`src/rtl/adc_fb_pkg.sv`:
```
// adc_fb_pkg: shared types and constants for the adc-to-framebuffer scheduler
package adc_fb_pkg;
  typedef logic [2:0] color_t;
  typedef enum logic {CLR_IDLE, CLR_RUN} clr_state_t;
  localparam color_t COLOR_BLANK = 3'b000;
endpackage

```
`src/rtl/fb_clear_gen.sv`:
```
// fb_clear_gen: full-screen clear sweep issuing one blank write request per pixel
// start: begin a sweep when idle; grant: arbiter took the pending request
// req/addr: pending clear write and its address; busy: sweep in progress
module fb_clear_gen
  import adc_fb_pkg::*;
#(
  parameter int ADDR_WIDTH = 19,
  parameter int NPIX = 640 * 480
) (
  input  logic clk,
  input  logic rst,
  input  logic start,
  input  logic grant,
  output logic req,
  output logic busy,
  output logic [ADDR_WIDTH-1:0] addr
);
  clr_state_t state, state_n;
  logic [ADDR_WIDTH-1:0] addr_n;
  always_ff @(posedge clk or posedge rst)
    if (rst) begin
      state <= CLR_IDLE;
      addr <= '0;
    end else begin
      state <= state_n;
      addr <= addr_n;
    end
  always_comb begin
    state_n = state;
    addr_n = addr;
    if (state == CLR_IDLE) begin
      state_n = start ? CLR_RUN : CLR_IDLE;
      addr_n = '0;
    end else if (grant) begin
      state_n = (addr == ADDR_WIDTH'(NPIX - 1)) ? CLR_IDLE : CLR_RUN;
      addr_n = addr + ADDR_WIDTH'(1);
    end
  end
  assign req = state == CLR_RUN;
  assign busy = req;
endmodule

```
`src/rtl/adc_fb_sched.sv`:
```
// adc_fb_sched: schedules adc_xy points and a screen-clear sweep onto one framebuffer write port
// adc_*: sample stream in (valid/ready); clear_start/clear_busy: clear control
// fb_wr_*: write command out (valid/ready); drop_count: saturating out-of-range count
module adc_fb_sched
  import adc_fb_pkg::*;
#(
  parameter int DATA_WIDTH = 10,
  parameter int H_RES = 640,
  parameter int V_RES = 480,
  parameter int ADDR_WIDTH = 19,
  parameter int CLEAR_WEIGHT = 4,
  parameter int DEDUP = 1
) (
  input  logic clk,
  input  logic rst,
  input  logic adc_valid,
  output logic adc_ready,
  input  logic [DATA_WIDTH-1:0] adc_x,
  input  logic [DATA_WIDTH-1:0] adc_y,
  input  logic adc_red,
  input  logic adc_grn,
  input  logic adc_blu,
  input  logic clear_start,
  output logic clear_busy,
  output logic fb_wr_valid,
  input  logic fb_wr_ready,
  output logic [ADDR_WIDTH-1:0] fb_wr_addr,
  output color_t fb_wr_color,
  output logic [15:0] drop_count
);
  localparam int WW = $clog2(CLEAR_WEIGHT);
  logic hold_v, cache_v, clr_req, load_out, grant_clr, grant_pt, hs, oor, dup, keep;
  logic [ADDR_WIDTH-1:0] hold_addr, clr_addr;
  logic [DATA_WIDTH-1:0] hold_x, hold_y, cache_x, cache_y;
  color_t color, hold_color, cache_color;
  logic [WW-1:0] wcnt;
  fb_clear_gen #(.ADDR_WIDTH(ADDR_WIDTH), .NPIX(H_RES * V_RES)) u_clear (
    .clk(clk),
    .rst(rst),
    .start(clear_start),
    .grant(grant_clr),
    .req(clr_req),
    .busy(clear_busy),
    .addr(clr_addr)
  );
  assign color = {adc_red, adc_grn, adc_blu};
  assign load_out = !fb_wr_valid || fb_wr_ready;
  // clear wins a contended slot only on the last step of the weight cycle
  assign grant_clr = load_out && clr_req && (!hold_v || wcnt == WW'(CLEAR_WEIGHT - 1));
  assign grant_pt = load_out && hold_v && !grant_clr;
  // gated by rst so the handshake is closed while reset is asserted
  assign adc_ready = !rst && (!hold_v || grant_pt);
  assign hs = adc_valid && adc_ready;
  assign oor = 32'(adc_x) >= 32'(H_RES) || 32'(adc_y) >= 32'(V_RES);
  assign dup = DEDUP != 0 && cache_v && adc_x == cache_x && adc_y == cache_y && color == cache_color;
  assign keep = hs && !oor && color != COLOR_BLANK && !dup;
  always_ff @(posedge clk or posedge rst)
    if (rst) begin
      hold_v <= 1'b0;
      hold_addr <= '0;
      hold_x <= '0;
      hold_y <= '0;
      hold_color <= COLOR_BLANK;
      cache_v <= 1'b0;
      cache_x <= '0;
      cache_y <= '0;
      cache_color <= COLOR_BLANK;
      wcnt <= '0;
      drop_count <= '0;
      fb_wr_valid <= 1'b0;
      fb_wr_addr <= '0;
      fb_wr_color <= COLOR_BLANK;
    end else begin
      hold_v <= keep || (hold_v && !grant_pt);
      if (keep) begin
        hold_addr <= ADDR_WIDTH'(adc_y) * ADDR_WIDTH'(H_RES) + ADDR_WIDTH'(adc_x);
        hold_x <= adc_x;
        hold_y <= adc_y;
        hold_color <= color;
      end
      if (hs && oor && drop_count != 16'hFFFF) drop_count <= drop_count + 16'd1;
      // a clear wipes what the cache remembers, so redraws must not be suppressed
      if (grant_pt) begin
        cache_v <= 1'b1;
        cache_x <= hold_x;
        cache_y <= hold_y;
        cache_color <= hold_color;
      end else if (grant_clr) cache_v <= 1'b0;
      wcnt <= grant_clr ? '0 : (grant_pt && clr_req) ? wcnt + WW'(1) : wcnt;
      if (load_out) fb_wr_valid <= grant_pt || grant_clr;
      if (grant_pt) begin
        fb_wr_addr <= hold_addr;
        fb_wr_color <= hold_color;
      end else if (grant_clr) begin
        fb_wr_addr <= clr_addr;
        fb_wr_color <= COLOR_BLANK;
      end
    end
endmodule

```
`config.mk`:
```
export PLATFORM = sky130hd
export DESIGN_NAME = adc_fb_sched
export DESIGN_NICKNAME = d
export VERILOG_FILES = /design/src/rtl/adc_fb_pkg.sv /design/src/rtl/fb_clear_gen.sv /design/src/rtl/adc_fb_sched.sv
export SDC_FILE = /design/constraint.sdc
export NUM_CORES = 1
export LEC_CHECK = 0
export CAP_MARGIN = 30
export CORE_UTILIZATION = 51
export DETAILED_ROUTE_END_ITERATION = 16
export PLACE_DENSITY = 0.76
export SETUP_SLACK_MARGIN = 0.5
export SLEW_MARGIN = 5
export SYNTH_ARGS = -nofsm -noshare
export SYNTH_HDL_FRONTEND = slang
export SYNTH_SLANG_ARGS = --single-unit
```
`constraint.sdc`:
```
create_clock -name clk -period 4.1 [get_ports clk]
set_input_delay 0.82 -clock clk [delete_from_list [all_inputs] [get_ports clk]]
set_output_delay 0.82 -clock clk [all_outputs]
set_load 0.005 [all_outputs]
```
Yosys cells after proc, flatten, opt, wreduce, memory -nomap -nowiden
Cells that the tools add are included.
- $add $sub $neg: 4
- multipliers: 1
- magnitude comparators: 2
- equality and inequality tests: 7
- mux-type cells: 14
- reductions and logical operators: 32
- operator list (cell ; count):
    $mux W19 ; 4
    $eq A10 B10 Y1 ; 2
    $add A19 B1 Y19 const B ; 1
    $add A19 B10 Y19 ; 1
    $eq A19 B19 Y1 const B ; 1
    $add A16 B1 Y16 const B ; 1
    $logic_and A1 B1 Y1 ; 16
    $ne A16 B16 Y1 const B ; 1
    $mul A10 B3 Y12 const B ; 1
    $ge A10 B10 Y1 const B ; 1
    $ge A10 B9 Y1 const B ; 1
    $logic_not A1 Y1 ; 7
    $logic_or A1 B1 Y1 ; 6
    $mux W1 ; 6
    $mux W3 ; 2
    $mux W2 ; 2
    $reduce_bool A2 Y1 ; 2
    $eq A3 B3 Y1 ; 1
    $reduce_bool A3 Y1 ; 1
    $add A2 B1 Y2 const B ; 1
    $eq A2 B2 Y1 const B ; 1
    $ne A2 B2 Y1 const B ; 1
- bits in registers: 128
- bits of input ports: 28
- output and inout bits: 41
- word-level logic and storage cells: 76

Logic depth before layout (Yosys ltp)
Gate-level depths: netlist of run 1.
- depth after elaboration: 13
- depth in mapped cells: 9
- mapped depth without buffers: 9

Cells and area by module
A second synthesis of run 1 with hierarchy kept.
- cell total of the unflattened synthesis: 596
- area total of the unflattened synthesis: 6153.4 um2
- by module, submodules not included (module ; instances ; cells an instance ; area each (um2) ; sequential area each (um2)):
    adc_fb_sched ; 1 ; 486 ; 5046.1 ; 2527.4
    fb_clear_gen ; 1 ; 110 ; 1107.3 ; 500.5

Least setup slack after synthesis of run 1
No wires, ideal clock.
- path kind: in2reg
- start: input adc_y[1]
- end: register hold_addr[18]
- setup time: 92 ps
- data arrival time: 2995 ps
- data required time: 4008 ps
- slack: 1013 ps
- cell stages on the path: 9
- buffers on the path: 0
- cell sequence: ha_1 ha_1 fa_1 a211oi_1 nor2_1 nor2_1 nand4_1 o31a_1 o31ai_2
- cells in the longest elaborated chain, start to end: 6
- elaborated cells between the ends (all ways): 12
- classes of those cells: 1 x add/sub; 1 x mul; 1 x order compare; 1 x eq/ne; 8 x reduce/logical
- RTL lines (what ; RTL line ; text):
    start: declaration ; adc_fb_sched.sv:19 ; input logic [DATA_WIDTH-1:0] adc_y,
    parallel branches: the longest is 6 deep, another holds $add A19 B10 Y19 ; -- ;
    end signal: assignment ; adc_fb_sched.sv:76 ; hold_addr <= ADDR_WIDTH'(adc_y) * ADDR_WIDTH'(H_RES) + ADDR_WIDTH'(adc_x);
    end: declaration ; adc_fb_sched.sv:33 ; logic [ADDR_WIDTH-1:0] hold_addr, clr_addr;
Several ways; the timed one is not identified.
A chain may end at the register's enable or synchronous reset.

Worst setup path in the final report of run 1
- start: input adc_y[1]
- end: register hold_addr[17]
The elaborated chain is that of the path after synthesis.

==> results of run 1 <==
-- cell families after synthesis --
kind of cell               count (synthesis)  share of synthesized area, %
muxes                                     28                          5.21
adders and majority gates                 24                          5.23
and+or+nand+nor                          222                          17.6
AOI/OAI and AO/OA                         76                          9.40
xor gates and xnor gates                  62                          9.00
buffers and inverters                     46                          3.40
DFF                                      121                          50.2
-- stage by stage --
step | utilization [%] | cell area (sq um) | instances | worst slack (ns)
2_1_floorplan | - | 6040 | 579 | 1.01
3_3_place_gp | 60.0 | 6880 | 779 | 0.314
3_5_place_dp | 60.0 | 6880 | 779 | 0.166
4_1_cts | 64.9 | 7440 | 811 | 0.600
5_1_grt | 65.2 | 7470 | 813 | 0.519
6_report | 65.2 | 7470 | 813 | 0.719
-- layer usage --
layer	track usage, %	part of all wire, %	vias to the layer above
met2	39.3	50	140
met4	10.6	1.6	0
met3	6.01	4.5	19
met1	30.9	44	2323
met5	0	0	-
li1	-	-	2183
-- Yosys cell counts (all sizes together), types with 10 or more instances --
library cell and instances:
nor2 40, nand2 99, a31oi 10, dfrtp 121, nand4 11, ha 22
o21ai 11, xor2 29, nand3 19, inv 27, clkbuf 11, xnor2 33
a222oi 11, a21oi 19, mux2 27
-- area by class of cell --
cell class                 instances  share of cell area, %
multi-input combinational        412                   37.6
timing repair buffer              78                   10.5
inverter                          27                   1.41
sequential                       121                   40.5
clock buffer                      24                   6.31
tap                              143                   2.39
clock inverter                     8                   1.27
-- worst reg2reg max path, stage by stage (launching register included) --
cell and delay [ns]:
dfrtp_1 0.58, inv_2 0.25, nor4_2 0.44, nand4_1 0.44
or3_1 0.48, a21oi_1 0.15
-- state kept, by name, indices dropped and copies added (netlist names) --
signal	count
fb_wr_addr	19
wcnt	2
hold_addr	19
cache_color	3
cache_y	10
hold_x	3
hold_color	3
u_clear.addr	19
hold_v	1
cache_x	10
drop_count	16
hold_y	10
cache_v	1
fb_wr_valid	1
u_clear.busy	1
fb_wr_color	3
-- power breakdown --
group / leakage (nW) / total, mW / switching (mW) / internal [mW]
logic: 1.60 / 0.816 / 0.391 / 0.425
registers: 1.54 / 1.68 / 0.214 / 1.47
clock network: 0.274 / 1.43 / 0.507 / 0.921
-- worst max-delay path by stage --
stage | startpoint | end | slack [ns]
2_1_floorplan | adc_y[1] | hold_addr[18] | 1.01
3_3_place_gp | adc_y[1] | hold_addr[18] | 0.31
3_5_place_dp | adc_y[1] | hold_addr[18] | 0.17
4_1_cts | adc_y[1] | hold_addr[18] | 0.60
5_1_grt | adc_y[1] | hold_addr[18] | 0.52
6_report | adc_y[1] | hold_addr[17] | 0.72
-- cells in the final DEF (no fill, tap or decap), types with 3 or more instances in the layout --
| cell type | n |
|---|---|
| nor2b_1 | 4 |
| dfrtp_1 | 121 |
| clkbuf_16 | 17 |
| ha_1 | 22 |
| xnor2_1 | 33 |
| and2_1 | 5 |
| xor2_1 | 29 |
| inv_1 | 24 |
| clkinv_2 | 4 |
| nor4_1 | 5 |
| o21ai_0 | 11 |
| and3_1 | 9 |
| buf_4 | 7 |
| clkbuf_1 | 5 |
| clkinvlp_4 | 3 |
| nand3_1 | 19 |
| nand2b_1 | 3 |
| nand2_1 | 99 |
| a22o_1 | 3 |
| o2111ai_1 | 4 |
| and4_1 | 3 |
| mux2_2 | 27 |
| clkdlybuf4s50_1 | 68 |
| nor2_1 | 40 |
| nand4_1 | 11 |
| or3_1 | 6 |
| a31oi_1 | 9 |
| a222oi_1 | 11 |
| nor3_1 | 6 |
| a21oi_1 | 19 |
==> results.py, run 1 <==
metrics = {
    "clock_network": {
        "clkTransAtPathRegs_ns": 0.05,
        "postCtsSetupRepairBufs": 0,
        "cts-buffers-inserted": 17,
        "clock-sinks": 121,
        "cts_max_path_buffers": 2,
        "cts_resized": 0,
        "ctsHoldBuffers": 0,
        "clockRootBuffer": "clkbuf_16",
        "cts_max_level": 4,
        "clock_latency_ns": 0.42,
        "cts_tree": "yes",
    },
    "hold_path": {
        "hold_start": "hold_x[9]",
        "min_to": "cache_x[9]",
        "hp-class": "reg -> reg",
        "hold_depth": 2,
    },
    "detailed_routing": {
        "drc_errors": 0,
        "vias_per_cell": 5.74,
        "ant_nets": 0,
        "avgRoutedWirePerCell_um": 17.1,
        "drtPass1Iterations": 6,
        "wl_mm": 13.9,
        "num_vias": 4665,
        "drt_iter0_drc": 330,
    },
    "synthesis": {
        "ys.flop_type": "dfrtp_1",
        "syn_inst": 579,
        "syn-cell-area_sq_mm": 0.00603,
        "synth_edf_count": 0,
        "yosysSeqAreaShare_pct": 50.2,
        "synth_top_cell_area_share_pct": 50.2,
        "ys_ff_latch": 121,
        "yosysTopAreaCell": "dfrtp_1",
        "ys_top_cells_by_area": "dfrtp_1 (50%), nand2_1 (6.2%), mux2_2 (5.0%)",
        "ys_async_sr_fraction_pct": 100,
        "ys_warn_count": 0,
        "synth_cell_types": 58,
        "syn-num-nets": 631,
        "syn_area_per_cell_sq_um": 10.4,
    },
    "power_and_ir_drop": {
        "total_power_mw": 3.92,
        "leakagePower_nw": 3.41,
        "power.density_mw_per_mm2": 525,
        "ir_worst_vdd_uv": 406,
    },
    "finish": {
        "drive_gt1_share_pct": 12.1,
        "filler_cell_count": 890,
        "area_delta_synth_final_pct": 23.9,
        "multi_input_area_sq_mm": 0.00281,
        "diodes": 0,
        "seqCellArea_sq_mm": 0.00303,
        "final_net_count": 709,
    },
    "run": {
        "maxCapViolCount": 0,
    },
    "floorplan": {
        "initial_utilization_pct": 52.6,
        "die_h_um": 111,
        "placeableCoreArea_sq_mm": 0.0115,
        "die_width_um": 111,
        "ios": 69,
        "die_area_sq_mm": 0.0123,
        "rows": 39,
    },
    "timing": {
        "whs_ns": 0.467,
        "max-slew-margin-rel_pct": 51.7,
        "rsz0062_at_grt": "false",
        "tightestPinTransition_ns": 0.723,
        "slew_violations": 0,
        "fmax_ghz": 0.296,
        "setup_tns_ns": 0,
        "finalClockSkew_ns": 0.0131,
        "hold_violations": 0,
        "period_share_pct": 82.5,
        "setup_viol": 0,
        "min_period_ns": 3.38,
    },
    "worst_setup_path": {
        "worstPathRequired_ns": 4.40,
        "worstReg2RegStart": "u_clear.busy",
        "crit_type": "in -> reg",
        "critPathCaptureType": "flop",
        "cpPeakStageDelay_ns": 0.51,
        "worstSetupStartpointType": "input pin",
        "cp_num_cells": 10,
        "r2r_cells": 5,
        "rrSetupSlack_ns": 1.69,
        "crit_family": "adder cells",
        "worstPathCellList": "clkdlybuf4s50_1, ha_1, ha_1, fa_1, xor2_1, o2111ai_1, nor3_1, nand4_1, xor2_1, mux2_2",
        "cp_slowest_cell": "clkdlybuf4s50_1",
        "worstPathArrival_ns": 3.68,
        "rr_endpoint": "u_clear.addr[17]",
        "crit_buf_inv": 1,
        "cp_max_fo": 5,
    },
    "grt": {
        "gr-total-overflow": 0,
        "antenna_found_initial": 0,
        "grt_pass1_vias": 4757,
        "grt_max_degree": 54,
        "grt_use_total_pct": 24.2,
        "grt_pass1_wl_mm": 23.3,
    },
    "status": {
        "status": "finished, final reports clean",
    },
    "place": {
        "place_congestion": 0.856,
        "port_buffers": 68,
        "place_hpwl_mm": 9.79,
    },
}
Power figures use the tool's default switching activity.
==> run 2, diff against run 1 <==
Clock period 4.1 ns to 2.81 ns, I/O delays scaled along.
==> run 2 against run 1 <==
Critical path depth stayed put. First-iteration DRC count is 21% higher. Routed wire length is 14% higher. Global-route usage is 2.9 points higher. Non-clock buffer count is 68 higher. Clock power is 43% higher. Die area stayed put.
==> results.py, run 2 (synthesized netlist as in run 1, its figures left out) <==
metrics = {
    "grt": {
        "grt_use_total_pct": 27.1,
        "grt_max_degree": 60,
        "gr-total-overflow": 0,
        "grt_pass1_wl_mm": 26.0,
        "grt_pass1_vias": 5134,
        "antenna_found_initial": 0,
    },
    "timing": {
        "fmax_ghz": 0.426,
        "setup_viol": 0,
        "hold_violations": 0,
        "rsz0062_at_grt": "true",
        "period_share_pct": 83.5,
        "max-slew-margin-rel_pct": 34.6,
        "whs_ns": 0.463,
        "tightestPinTransition_ns": 0.977,
        "finalClockSkew_ns": 0.0101,
        "slew_violations": 0,
        "worst_slack_ns": 0.464,
        "min_period_ns": 2.35,
    },
    "power_and_ir_drop": {
        "leakagePower_nw": 3.91,
        "power.density_mw_per_mm2": 710,
        "ir_worst_vdd_uv": 619,
        "total_power_mw": 5.97,
    },
    "clock_network": {
        "cts_max_path_buffers": 2,
        "cts-buffers-inserted": 17,
        "ctsHoldBuffers": 0,
        "clock-sinks": 121,
        "cts_max_level": 4,
        "clock_latency_ns": 0.42,
        "clkTransAtPathRegs_ns": 0.06,
        "clockRootBuffer": "clkbuf_16",
        "cts_tree": "yes",
    },
    "floorplan": {
        "die_h_um": 111,
        "die_area_sq_mm": 0.0123,
        "ios": 69,
        "die_width_um": 111,
        "rows": 39,
        "placeableCoreArea_sq_mm": 0.0115,
        "initial_utilization_pct": 52.6,
    },
    "detailed_routing": {
        "drc_errors": 0,
        "num_vias": 4991,
        "vias_per_cell": 5.67,
        "avgRoutedWirePerCell_um": 18.0,
        "ant_nets": 0,
        "drtPass1Iterations": 5,
        "drt_iter0_drc": 399,
        "wl_mm": 15.8,
    },
    "place": {
        "placed_cell_area_sq_mm": 0.00734,
        "place_inst": 831,
        "place_hpwl_mm": 10.4,
        "place_congestion": 0.852,
        "port_buffers": 68,
        "dp_slack_ns": -0.461,
    },
    "run": {
        "maxCapViolCount": 0,
    },
    "worst_setup_path": {
        "crit_buf_inv": 2,
        "cp_slowest_cell": "fa_2",
        "worstPathRequired_ns": 3.13,
        "worstPathCellList": "buf_8, ha_4, ha_4, fa_2, xor2_2, buf_4, nor3b_4, nand4_1, o31a_1, o31ai_2",
        "worstSetupStartpointType": "input pin",
        "cp_max_fo": 3,
        "worstPathArrival_ns": 2.67,
        "crit_type": "in -> reg",
        "cpPeakStageDelay_ns": 0.38,
        "cpMostUsedCell": "ha_4",
        "crit_family": "adder cells",
        "critPathCaptureType": "flop",
    },
    "finish": {
        "top_regs": "fb_wr_addr x19, hold_addr x19, u_clear.addr x19",
        "final_net_count": 777,
        "drive_gt1_share_pct": 27.0,
        "layout_common_cells": "dfrtp_1 (120), nand2_1 (97), buf_4 (62)",
        "finalNonFillerCells": 881,
        "layout_commonest_cell": "dfrtp_1",
        "area_delta_synth_final_pct": 39.5,
        "diodes": 0,
        "final_area_sq_mm": 0.00841,
    },
    "status": {
        "status": "finished, final reports clean",
    },
    "hold_path": {
        "hp-class": "in -> reg",
    },
}
## run 2: through the flow
stage                     util (%)  setup TNS, ns
after floorplan                  -              0
after detailed placement      64.0          -8.31
after global placement        64.0          -6.95
after CTS                     72.6              0
after global routing          73.4              0
final                         73.4              0
## run 2: timing repair
item	4_1_cts	5_1_grt
hold endpoints to repair	0	0
gates resized for setup	111	18
pin swaps	22	13
setup buffers	11	4
setup endpoints to repair	58	50
cloned	3	0
## run 2: layout make-up
type                            instances  area (sq um)
Multi-Input combinational cell        412          3130
Fill cell                             776          3050
Clock inverter                         15           129
Inverter                               27           105
Clock buffer                           17           425
Tap cell                              143           179
Sequential cell                       121          3030
Timing Repair Buffer                  146          1420
## run 2: worst paths after layout
| path | slack, ns | endpoint | cells past startpoint | from |
|---|---|---|---|---|
| max | 0.46 | hold_addr[18] | 10 | adc_y[3] |
| min | 0.46 | hold_addr[2] | 2 | adc_x[2] |
| max reg2reg | 0.55 | drop_count[1] | 8 | wcnt[1] |
| min reg2reg | 0.48 | cache_y[4] | 2 | hold_y[4] |
| max in group asynchronous | 1.43 | u_clear.busy | 4 | rst |
| min in group asynchronous | 0.70 | drop_count[14] | 3 | rst |
## run 2: routing by layer
metal / routed length (um) / track usage (%)
met4: 368 / 9.16
met3: 793 / 6.45
met1: 6670 / 34.4
met2: 8010 / 45.5
met5: 0 / 0
## run 2: worst register-to-register path: stages, from the launching register on
cell and delay (ns):
dfrtp_1 0.38, ha_2 0.20, nand2_2 0.08, a21boi_1 0.06, buf_4 0.16, or4b_4 0.58, a31oi_4 0.22, buf_12 0.14
mux2_2 0.32
## run 2: report_power, final
group          internal [mW]  switching, mW
clock network           1.21          0.829
logic                  0.808          0.662
registers               2.14          0.328
total                   4.16           1.82
